File: src/rtl/riscv_pipe_pkg.sv
// Shared types for the RV32 5-stage pipeline hazard/forwarding control.
package riscv_pipe_pkg;
  localparam int RV_REG_ADDR_W = 5;

  typedef enum logic [1:0] {
    FWD_RF  = 2'b00,
    FWD_WB  = 2'b01,
    FWD_MEM = 2'b10
  } fwd_sel_e;

  typedef enum logic [1:0] {
    RUN      = 2'b00,
    LU_STALL = 2'b01,
    MEM_WAIT = 2'b10,
    DRAIN    = 2'b11
  } hz_state_e;
endpackage

File: src/rtl/forward_unit.sv
// EX operand bypass select: MEM result wins over WB result; x0 never forwards.
module forward_unit
  import riscv_pipe_pkg::*;
#(
  parameter int REG_ADDR_W = RV_REG_ADDR_W
) (
  input  logic [REG_ADDR_W-1:0] rs,
  input  logic [REG_ADDR_W-1:0] mem_rd,
  input  logic                  mem_regwrite,
  input  logic [REG_ADDR_W-1:0] wb_rd,
  input  logic                  wb_regwrite,
  output fwd_sel_e              sel
);
  always_comb begin
    sel = FWD_RF;
    if (mem_regwrite && mem_rd != '0 && mem_rd == rs)
      sel = FWD_MEM;
    else if (wb_regwrite && wb_rd != '0 && wb_rd == rs)
      sel = FWD_WB;
  end
endmodule

File: src/rtl/pipe_hazard_ctrl.sv
// Stall/flush/forward control for IF/ID/EX/MEM/WB with load-use bubbles,
// branch redirect and data-memory wait, plus saturating perf counters.
module pipe_hazard_ctrl
  import riscv_pipe_pkg::*;
#(
  parameter int REG_ADDR_W   = RV_REG_ADDR_W,
  parameter int LOAD_LATENCY = 1,
  parameter int BR_IN_MEM    = 0,
  parameter int CNT_W        = 32
) (
  input  logic                  clk,
  input  logic                  rst,
  input  logic [REG_ADDR_W-1:0] id_rs1,
  input  logic [REG_ADDR_W-1:0] id_rs2,
  input  logic                  id_use_rs1,
  input  logic                  id_use_rs2,
  input  logic [REG_ADDR_W-1:0] ex_rs1,
  input  logic [REG_ADDR_W-1:0] ex_rs2,
  input  logic [REG_ADDR_W-1:0] ex_rd,
  input  logic                  ex_regwrite,
  input  logic                  ex_memread,
  input  logic [REG_ADDR_W-1:0] mem_rd,
  input  logic                  mem_regwrite,
  input  logic [REG_ADDR_W-1:0] wb_rd,
  input  logic                  wb_regwrite,
  input  logic                  branch_taken,
  input  logic                  mem_busy,
  output logic                  stall_F,
  output logic                  stall_D,
  output logic                  stall_E,
  output logic                  stall_M,
  output logic                  flush_D,
  output logic                  flush_E,
  output logic                  flush_M,
  output logic [1:0]            fwd_a,
  output logic [1:0]            fwd_b,
  output logic [1:0]            hz_state,
  output logic [CNT_W-1:0]      stall_cnt,
  output logic [CNT_W-1:0]      flush_cnt
);
  localparam logic [1:0]       LU_EXTRA = 2'(LOAD_LATENCY - 1);
  localparam logic             BR_M     = (BR_IN_MEM != 0);
  localparam logic [CNT_W-1:0] CNT_ONE  = {{(CNT_W-1){1'b0}}, 1'b1};

  hz_state_e  state, nxt;
  logic [1:0] bub_cnt, bub_nxt;
  logic       lu, br_flush;
  fwd_sel_e   sel_a, sel_b;

  // A load always writes its rd, so memread alone qualifies the hazard.
  logic unused_ctrl;
  assign unused_ctrl = ex_regwrite;

  forward_unit #(.REG_ADDR_W(REG_ADDR_W)) u_fwd_a (
    .rs(ex_rs1), .mem_rd(mem_rd), .mem_regwrite(mem_regwrite),
    .wb_rd(wb_rd), .wb_regwrite(wb_regwrite), .sel(sel_a)
  );
  forward_unit #(.REG_ADDR_W(REG_ADDR_W)) u_fwd_b (
    .rs(ex_rs2), .mem_rd(mem_rd), .mem_regwrite(mem_regwrite),
    .wb_rd(wb_rd), .wb_regwrite(wb_regwrite), .sel(sel_b)
  );

  assign fwd_a    = rst ? FWD_RF : sel_a;
  assign fwd_b    = rst ? FWD_RF : sel_b;
  assign hz_state = state;

  assign lu = ex_memread && ex_rd != '0 &&
              ((id_use_rs1 && id_rs1 == ex_rd) || (id_use_rs2 && id_rs2 == ex_rd));

  always_comb begin
    nxt      = state;
    bub_nxt  = bub_cnt;
    stall_F  = 1'b0;
    stall_D  = 1'b0;
    stall_E  = 1'b0;
    stall_M  = 1'b0;
    flush_D  = 1'b0;
    flush_E  = 1'b0;
    flush_M  = 1'b0;
    br_flush = 1'b0;
    if (!rst) begin
      case (state)
        RUN, LU_STALL: begin
          if (mem_busy) begin
            {stall_F, stall_D, stall_E, stall_M} = 4'b1111;
            nxt = MEM_WAIT;
          end else if (branch_taken) begin
            flush_D  = 1'b1;
            flush_E  = 1'b1;
            flush_M  = BR_M;
            br_flush = 1'b1;
            bub_nxt  = 2'd0;
            nxt      = RUN;
          end else if (state == LU_STALL) begin
            // ID is held here, so lu is not re-evaluated until RUN resumes.
            {stall_F, stall_D, flush_E} = 3'b111;
            if (bub_cnt <= 2'd1) begin
              bub_nxt = 2'd0;
              nxt     = RUN;
            end else begin
              bub_nxt = bub_cnt - 2'd1;
            end
          end else if (lu) begin
            {stall_F, stall_D, flush_E} = 3'b111;
            if (LOAD_LATENCY > 1) begin
              bub_nxt = LU_EXTRA;
              nxt     = LU_STALL;
            end
          end
        end
        MEM_WAIT: begin
          if (mem_busy) {stall_F, stall_D, stall_E, stall_M} = 4'b1111;
          else          nxt = (bub_cnt != 2'd0) ? LU_STALL : RUN;
        end
        default: begin
          bub_nxt = 2'd0;
          nxt     = RUN;
        end
      endcase
    end
  end

  always_ff @(posedge clk) begin
    if (rst) begin
      state     <= RUN;
      bub_cnt   <= 2'd0;
      stall_cnt <= '0;
      flush_cnt <= '0;
    end else begin
      state   <= nxt;
      bub_cnt <= bub_nxt;
      if (stall_F && stall_cnt != '1)  stall_cnt <= stall_cnt + CNT_ONE;
      if (br_flush && flush_cnt != '1) flush_cnt <= flush_cnt + CNT_ONE;
    end
  end
endmodule

File: config.mk
export PLATFORM = sky130hd
export DESIGN_NAME = pipe_hazard_ctrl
export DESIGN_NICKNAME = d
export VERILOG_FILES = /design/src/rtl/riscv_pipe_pkg.sv /design/src/rtl/forward_unit.sv /design/src/rtl/pipe_hazard_ctrl.sv
export SDC_FILE = /design/constraint.sdc
export NUM_CORES = 1
export LEC_CHECK = 0
export BUFFER_PORTS_ARGS = -buffer_cell sky130_fd_sc_hd__buf_4
export CAP_MARGIN = 20
export CORE_MARGIN = 1.5
export CORE_UTILIZATION = 56
export DETAILED_ROUTE_END_ITERATION = 7
export MAX_ROUTING_LAYER = met4
export PLACE_DENSITY = 0.86
export SLEW_MARGIN = 10
export SYNTH_ARGS = -nofsm -noshare
export SYNTH_HDL_FRONTEND = slang
export SYNTH_HIERARCHICAL = 1
export SYNTH_SLANG_ARGS = --single-unit
File: constraint.sdc
create_clock -name clk -period 5 [get_ports clk]
set_clock_uncertainty 0.2 [all_clocks]
set_input_delay 1 -clock clk [delete_from_list [all_inputs] [get_ports clk]]
set_output_delay 1 -clock clk [all_outputs]
set_load 0.05 [all_outputs]
==> reports/metrics.cfg, run 1 <==
[status]
status=completed

[worst_hold_path]
holdCritPathClass=register to register
min_path_cells=2
hp-start=bub_cnt[0]

[clocking]
numCtsBuffers=9
clock-sinks=68
clock-root-buffer=clkbuf_8
ctsHoldBuffers=0
cts_resized=0
post-cts-setup-buffers=0
clk_path_buf_depth=2
cts_tree=yes
clk_pin_slew_ns=0.07
h-tree-depth=3
insertion_delay_ns=0.36

[drt]
initialDrtViolationCount=201
dr.pass1.iters=4
drc=0
drt-total-wl_um=10010
viasPerCell=5.712
vias=3821
detail_route.wl_per_cell_um=14.96
antenna_left=0

[critical_path]
worstPathMaxFanout=72
reg2reg_depth=8
required_ns=3.80
worstPathArrival_ns=2.50
worstSetupEndpointType=output pin
reg2reg_from=stall_cnt[0]
crit_start=rst
path_class=primary input to output pin
cp-start-kind=primary input

[timing]
fmax_mhz=270.3
min_period_ns=3.700
finalSetupViolations=0
worst_pin_slew_ns=0.7689
final.setup.worst_slack_ns=1.300
finalCritPeriodShare_pct=74.00
rsz0062_at_grt=no
final_max_slew_viol_count=0
hold_violations=0
tns_ns=0
max-slew-margin-rel_pct=48.74

[power]
powerDensity_mw_per_mm2=251.1
irDropWorstVdd_mv=0.2219
p_leak_nw=2.012

[logic_synthesis]
yosysTopAreaCell=dfxtp_1
yosysMostFrequentCell=dfxtp_1
synth_top_area_share_pct=34.30
synthTopCellsByArea=dfxtp_1, xor2_1, xnor2_1
syn_area_mm2=0.003969
synth_area_per_cell_um2=8.628
synth-seq-cells=68
ys_types=57
synth_warnings=6
synthArstFlopShare_pct=0
synth_ff_type=dfxtp_1
synth_edf_count=0
synthCells=460
syn_nets=507
synth_commonest_cells=dfxtp_1, nor2_1, xor2_1
synth-seq-area-share_pct=34.30

[placement]
port_buffers=119
placed_cell_area_mm2=0.004837
place_hpwl_um=7178
dp_cells=653
gp_congestion=0.8371
pre_cts_ws_ns=1.287

[floorplan]
dieArea_mm2=0.007601
die_y_um=87.19
core-area_mm2=0.006832
die_w_um=87.19
rows=30
start_util_pct=58.10
pin_count=122

[global_routing]
overflow=0
grt_pass1_wl_um=16260
grt_start_max_net_pins=73
track_usage_pct=27.94
grt_antenna_before_repair=0
grt_pass1_vias=3617

[layout]
drive_gt1_share_pct=27.75
stdcell_count=669
final_nets=615
utilization_pct=74.76
antenna_cells=0
final_cell_area_mm2=0.005107
syn_to_final_growth_pct=28.69

[run]
maxCapViolCount=0

## cell families (layout without fill, tap and decap cells)
logic type,count (synthesis),after routing,share of synthesized area [%]
AND/OR/NAND/NOR,215,215,30.99
AO/OA/AOI/OAI,81,81,15.70
flip-flops,68,68,34.30
XOR/XNOR,57,57,12.58
buffers and inverters,33,146,4.823
multiplexers,3,3,0.8826
adder cells (fa/ha/maj),2,2,0.6304
other,1,1,0.09449
## cells in the final DEF (no fill, tap or decap), types with 2 or more instances in the layout
master,count
a211oi_2,2
a21oi_1,29
a31oi_1,2
and2_1,5
and3_1,13
and4_1,8
buf_4,120
bufinv_16,4
clkbuf_8,9
clkinv_4,2
dfxtp_1,68
ha_1,2
inv_1,10
mux2i_1,2
nand2_1,33
nand3_1,33
nand4_1,17
nand4_2,2
nor2_1,43
nor2b_1,6
nor3_1,11
nor3_2,3
nor4_1,5
o21a_1,6
o21ai_1,16
o31a_1,2
o31ai_1,9
o41ai_2,2
or3_1,15
or4_1,11
xnor2_1,23
xor2_1,34
## critical path: stages
cell and delay [ns]:
buf_4 0.58, a21oi_1 0.14, o21ai_1 0.23, o221ai_2 0.20, nand2_1 0.10, inv_1 0.05, buf_4 0.18
## sequential cells by signal (all words and copies together), names as in the netlist
register / flops
flush_cnt: 32
stall_cnt: 32
hz_state: 2
bub_cnt: 2
## final timing paths
check,to,slack (ns)
worst max-delay path,stall_D,1.30
worst min-delay path,bub_cnt[0],0.28
worst max register to register,stall_cnt[1],1.93
worst min register to register,bub_cnt[0],0.28
## layer usage
metal	vias to the layer above	global-route usage, %	part of all wire, %
met1	1807	31.68	43
met3	15	6.351	4.7
met2	113	47.57	51
met5	-	-	0
li1	1886	-	-
met4	0	11.54	1.5
## cell type report
| class | count | area, um2 |
|---|---|---|
| clock buffers | 9 | 123.9 |
| clock inverters | 7 | 146.4 |
| fillers | 540 | 1724 |
| inverters | 10 | 37.54 |
| multi-input cells | 359 | 2417 |
| flip-flops and latches | 68 | 1361 |
| well taps | 96 | 120.1 |
| repair buffers | 120 | 900.9 |
## power breakdown
group / total, mW / internal [mW] / switching, mW / leakage [nW]
logic: 0.121 / 0.0513 / 0.0698 / 1.33
registers: 0.546 / 0.543 / 0.00311 / 0.548
clock network: 0.616 / 0.385 / 0.231 / 0.134
total: 1.28 / 0.979 / 0.304 / 2.01
## through the flow
step / hold WS, ns / power [mW]
3_3_place_gp: 0.2687 / 0.6761
2_1_floorplan: 0.2552 / 0.6323
4_1_cts: 0.2836 / 1.287
5_1_grt: 0.3168 / 1.324
6_report: 0.2820 / 1.282
3_5_place_dp: 0.2723 / 0.6791
No activity file was read; power rests on OpenSTA's default activity.
==> inputs of run 2 (changes only) <==
--- a/config.mk
+++ b/config.mk
@@ -8,10 +8,10 @@
 export BUFFER_PORTS_ARGS = -buffer_cell sky130_fd_sc_hd__buf_4
 export CAP_MARGIN = 20
 export CORE_MARGIN = 1.5
-export CORE_UTILIZATION = 56
+export CORE_UTILIZATION = 47
 export DETAILED_ROUTE_END_ITERATION = 7
 export MAX_ROUTING_LAYER = met4
-export PLACE_DENSITY = 0.86
+export PLACE_DENSITY = 0.77
 export SLEW_MARGIN = 10
 export SYNTH_ARGS = -nofsm -noshare
 export SYNTH_HDL_FRONTEND = slang
==> constraint.sdc (replaced) <==
create_clock -name clk -period 3.2 [get_ports clk]
set_clock_uncertainty 0.2 [all_clocks]
set_input_delay 0.64 -clock clk [delete_from_list [all_inputs] [get_ports clk]]
set_output_delay 0.64 -clock clk [all_outputs]
set_load 0.05 [all_outputs]
==> reports/metrics.cfg, run 2 (synthesis gave the netlist of run 1 again) <==
[status]
status=completed

[worst_hold_path]
holdCritPathClass=register to register

[critical_path]
critPathSlowestCell=a2111oi_2
cpPeakStageDelay_ns=0.30
path_class=primary input to output pin
critPathMostFrequentCell=buf_4
worstPathMaxFanout=3
worstSetupEndpointType=output pin
required_ns=2.36
cp_cell_sequence=buf_4 > xnor2_1 > nand4_1 > o22ai_1 > nand2b_1 > a2111oi_2 > buf_4
worstPathArrival_ns=2.00
cp-start-kind=primary input

[floorplan]
die_w_um=94.89
core-area_mm2=0.008217
die_y_um=94.89
rows=33
pin_count=122
dieArea_mm2=0.009004
start_util_pct=48.30

[timing]
min_period_ns=2.838
fmax_mhz=352.3
final.setup.worst_slack_ns=0.3618
max-slew-margin-rel_pct=58.81
hold_violations=0
finalSetupViolations=0
worst_pin_slew_ns=0.6159
final_max_slew_viol_count=0
finalCritPeriodShare_pct=88.70
tns_ns=0
rsz0062_at_grt=no

[power]
powerDensity_mw_per_mm2=348.5
seq_power_share_pct=48.0
combPwrFrac_pct=11.0
power.switching_mw=0.4453
p_sw_share_pct=25.06
p_int_mw=1.332
power_mw=1.777
p_leak_nw=2.008
irDropWorstVdd_mv=0.2542
clkPwrFrac_pct=41.0

[layout]
mostFrequentLayoutCells=buf_4, dfxtp_1, nor2_1
layout_commonest_cell=buf_4
drive_gt1_share_pct=28.25
utilization_pct=62.05
final_nets=619
antenna_cells=0
syn_to_final_growth_pct=28.47
final_cell_area_mm2=0.005099
top_regs=flush_cnt: 32 flops, stall_cnt: 32 flops

[placement]
port_buffers=119
place_hpwl_um=7346
pre_cts_ws_ns=0.3587
placed_cell_area_mm2=0.004896
gp_congestion=0.9181

[clocking]
clock-sinks=68
clk_path_buf_depth=2
insertion_delay_ns=0.35
clk_pin_slew_ns=0.06
cts_tree=yes
numCtsBuffers=9
post-cts-setup-buffers=0
ctsHoldBuffers=0
cts_resized=0
h-tree-depth=3
clock-root-buffer=clkbuf_8

[drt]
vias=3782
drc=0
dr.pass1.iters=5
initialDrtViolationCount=132
detail_route.wl_per_cell_um=14.47
antenna_left=0
drt-total-wl_um=9871
viasPerCell=5.545

[run]
maxCapViolCount=0

[global_routing]
track_usage_pct=22.90
grt_pass1_wl_um=16060
overflow=0
grt_pass1_vias=3527
grt_start_max_net_pins=48
grt_antenna_before_repair=0

run 2: changes by cell type in the layout (fill, tap and decap cells not counted), sizes merged:
cell and change:
buf +4, inv -1, clkbuf +3, clkinvlp +1
bufinv -3
run 2: layout make-up:
cell class	count	area, um2
fillers	735	3118
well taps	105	131.4
repair buffers	124	943.4
flip-flops and latches	68	1361
multi-input cells	359	2422
clock inverters	4	47.55
clock buffers	12	155.1
inverters	10	37.54
run 2: layer usage:
layer  vias up  track usage [%]  part of all wire (%)  wire [um]
met4         0            6.716                  0.68         67
met3         6            5.395                   4.8        471
met5         -                -                     0          0
met1      1788            25.65                    42       4149
met2        99            40.24                    53       5183
li1       1889                -                     -          -
run 2: critical path: cells and delay by family:
| kind | cells | cell delay [ns] |
|---|---|---|
| AOI/OAI and AO/OA | 2 | 0.51 |
| xor gates and xnor gates | 1 | 0.18 |
| buffers and inverters | 2 | 0.38 |
| and+or+nand+nor | 2 | 0.28 |
run 2: final timing paths:
path | from | end | slack (ns) | depth (start not counted)
min | bub_cnt[0] | bub_cnt[0] | 0.29 | 2
min reg2reg | bub_cnt[0] | bub_cnt[0] | 0.29 | 2
max reg2reg | flush_cnt[0] | flush_cnt[9] | 0.66 | 7
max | ex_rd[2] | flush_E | 0.36 | 7
run 2: stage by stage:
stage,cells,hold slack [ns]
6_report,682,0.2872
4_1_cts,682,0.2925
3_3_place_gp,666,0.2643
5_1_grt,682,0.3163
2_1_floorplan,460,0.2552
3_5_place_dp,666,0.2836
run 2: power by group through the flow:
stage	sequential [mW]	clock [mW]	combinational, mW
2_1_floorplan	0.880	0	0.109
6_report	0.853	0.729	0.195
3_3_place_gp	0.873	0	0.190
3_5_place_dp	0.873	0	0.195
4_1_cts	0.853	0.748	0.195
5_1_grt	0.853	0.776	0.209
==> inputs of run 3 (changes only) <==
--- a/config.mk
+++ b/config.mk
@@ -10,6 +10,7 @@
 export CORE_MARGIN = 1.5
 export CORE_UTILIZATION = 47
 export DETAILED_ROUTE_END_ITERATION = 7
+export GPL_TIMING_DRIVEN = 0
 export MAX_ROUTING_LAYER = met4
 export PLACE_DENSITY = 0.77
 export SLEW_MARGIN = 10
==> reports/metrics.cfg, run 3 (synthesis gave the netlist of run 1 again) <==
[status]
status=completed

[drt]
drc=0
initialDrtViolationCount=153
viasPerCell=5.617
antenna_left=0
drt-total-wl_um=10790
vias=3926
dr.pass1.iters=4
detail_route.wl_per_cell_um=15.44

[floorplan]
pin_count=122
die_w_um=94.89
core-area_mm2=0.008217
die_y_um=94.89
rows=33
dieArea_mm2=0.009004
start_util_pct=48.30

[critical_path]
worstPathMaxFanout=3
worstPathArrival_ns=2.12
path_class=primary input to output pin
required_ns=2.36
cp-start-kind=primary input
worstSetupEndpointType=output pin

[clocking]
numCtsBuffers=9
h-tree-depth=3
clk_path_buf_depth=2
clock-root-buffer=clkbuf_8
clk_pin_slew_ns=0.07
cts_tree=yes
post-cts-setup-buffers=0
insertion_delay_ns=0.35
ctsHoldBuffers=0
cts_resized=0
clock-sinks=68

[timing]
min_period_ns=2.963
final.setup.worst_slack_ns=0.2371
rsz0062_at_grt=no
final_max_slew_viol_count=0
finalCritPeriodShare_pct=92.59
worst_pin_slew_ns=0.5814
max-slew-margin-rel_pct=61.24
finalSetupViolations=0
fmax_mhz=337.5
hold_violations=0
hold_ws_ns=0.2911
tns_ns=0

[power]
p_leak_nw=2.058
power_mw=1.805
powerDensity_mw_per_mm2=347.1
irDropWorstVdd_mv=0.2329

[layout]
seq_area_mm2=0.001361
fillers=731
final_nets=636
multi_input_area_mm2=0.002422
mostFrequentLayoutCells=buf_4, dfxtp_1, nor2_1
syn_to_final_growth_pct=31.05
final_cell_area_mm2=0.005201
layout_commonest_cell=buf_4
top_regs=flush_cnt: 32 flops, stall_cnt: 32 flops
antenna_cells=0
drive_gt1_share_pct=28.96

[global_routing]
track_usage_pct=25.79
grt_start_max_net_pins=14
grt_antenna_before_repair=0
grt_pass1_vias=3712
grt_pass1_wl_um=17800
overflow=0

[worst_hold_path]
holdCritPathClass=register to register

[placement]
placed_cell_area_mm2=0.004992
pre_cts_ws_ns=0.2463
place_hpwl_um=8069
gp_congestion=0.8866
port_buffers=118

[run]
maxCapViolCount=0

-- run 3: cell count changes in the layout (fill, tap and decap cells not counted) --
cell and delta:
clkbuf_1 +8, buf_6 +6, buf_2 +3, clkinv_2 -2, inv_6 +2, buf_12 -1, clkbuf_8 -1, clkinv_4 +1
clkinvlp_4 +1
-- run 3: layout make-up --
type / instances / share of cell area [%]
plain buffers: 23 / 2.959
clock buffers: 10 / 2.646
clock inverters: 6 / 1.371
inverters: 10 / 0.7217
multi-input cells: 359 / 46.57
flip-flops and latches: 68 / 26.17
well taps: 105 / 2.526
repair buffers: 118 / 17.03
-- run 3: metal layers --
layer  vias to the layer above  wire (um)  track usage, %
met3                        18        535           4.428
met2                       126       5500           44.52
li1                       1915          -               -
met5                         -          0               -
met1                      1867       4590           30.16
met4                         0        165           8.582
-- run 3: power by group --
group | switching [mW] | leakage (nW) | total [mW] | internal [mW]
clock network | 0.357 | 0.0995 | 0.744 | 0.388
registers | 0.00533 | 0.548 | 0.853 | 0.848
logic | 0.118 | 1.41 | 0.208 | 0.0902
-- run 3: worst paths after layout --
check | slack [ns] | start | cells past startpoint | end
hold / removal | 0.29 | bub_cnt[0] | 2 | bub_cnt[0]
setup reg to reg | 0.51 | stall_cnt[0] | 10 | stall_cnt[1]
hold reg to reg | 0.29 | bub_cnt[0] | 2 | bub_cnt[0]
setup / recovery | 0.24 | ex_rd[1] | 8 | stall_F
-- run 3: stage by stage --
stage | std cells | util [%]
3_3_place_gp | 683 | 60.76
6_report | 699 | 63.30
3_5_place_dp | 683 | 60.76
4_1_cts | 699 | 63.30
2_1_floorplan | 460 | -
5_1_grt | 699 | 63.30
-- run 3: worst max-delay path, cell delays in order --
cell and delay [ns]:
buf_4 0.13, or4_1 0.52, o21ai_1 0.27, o41ai_4 0.11, nand2_1 0.09, inv_1 0.06, buf_4 0.12, buf_4 0.18
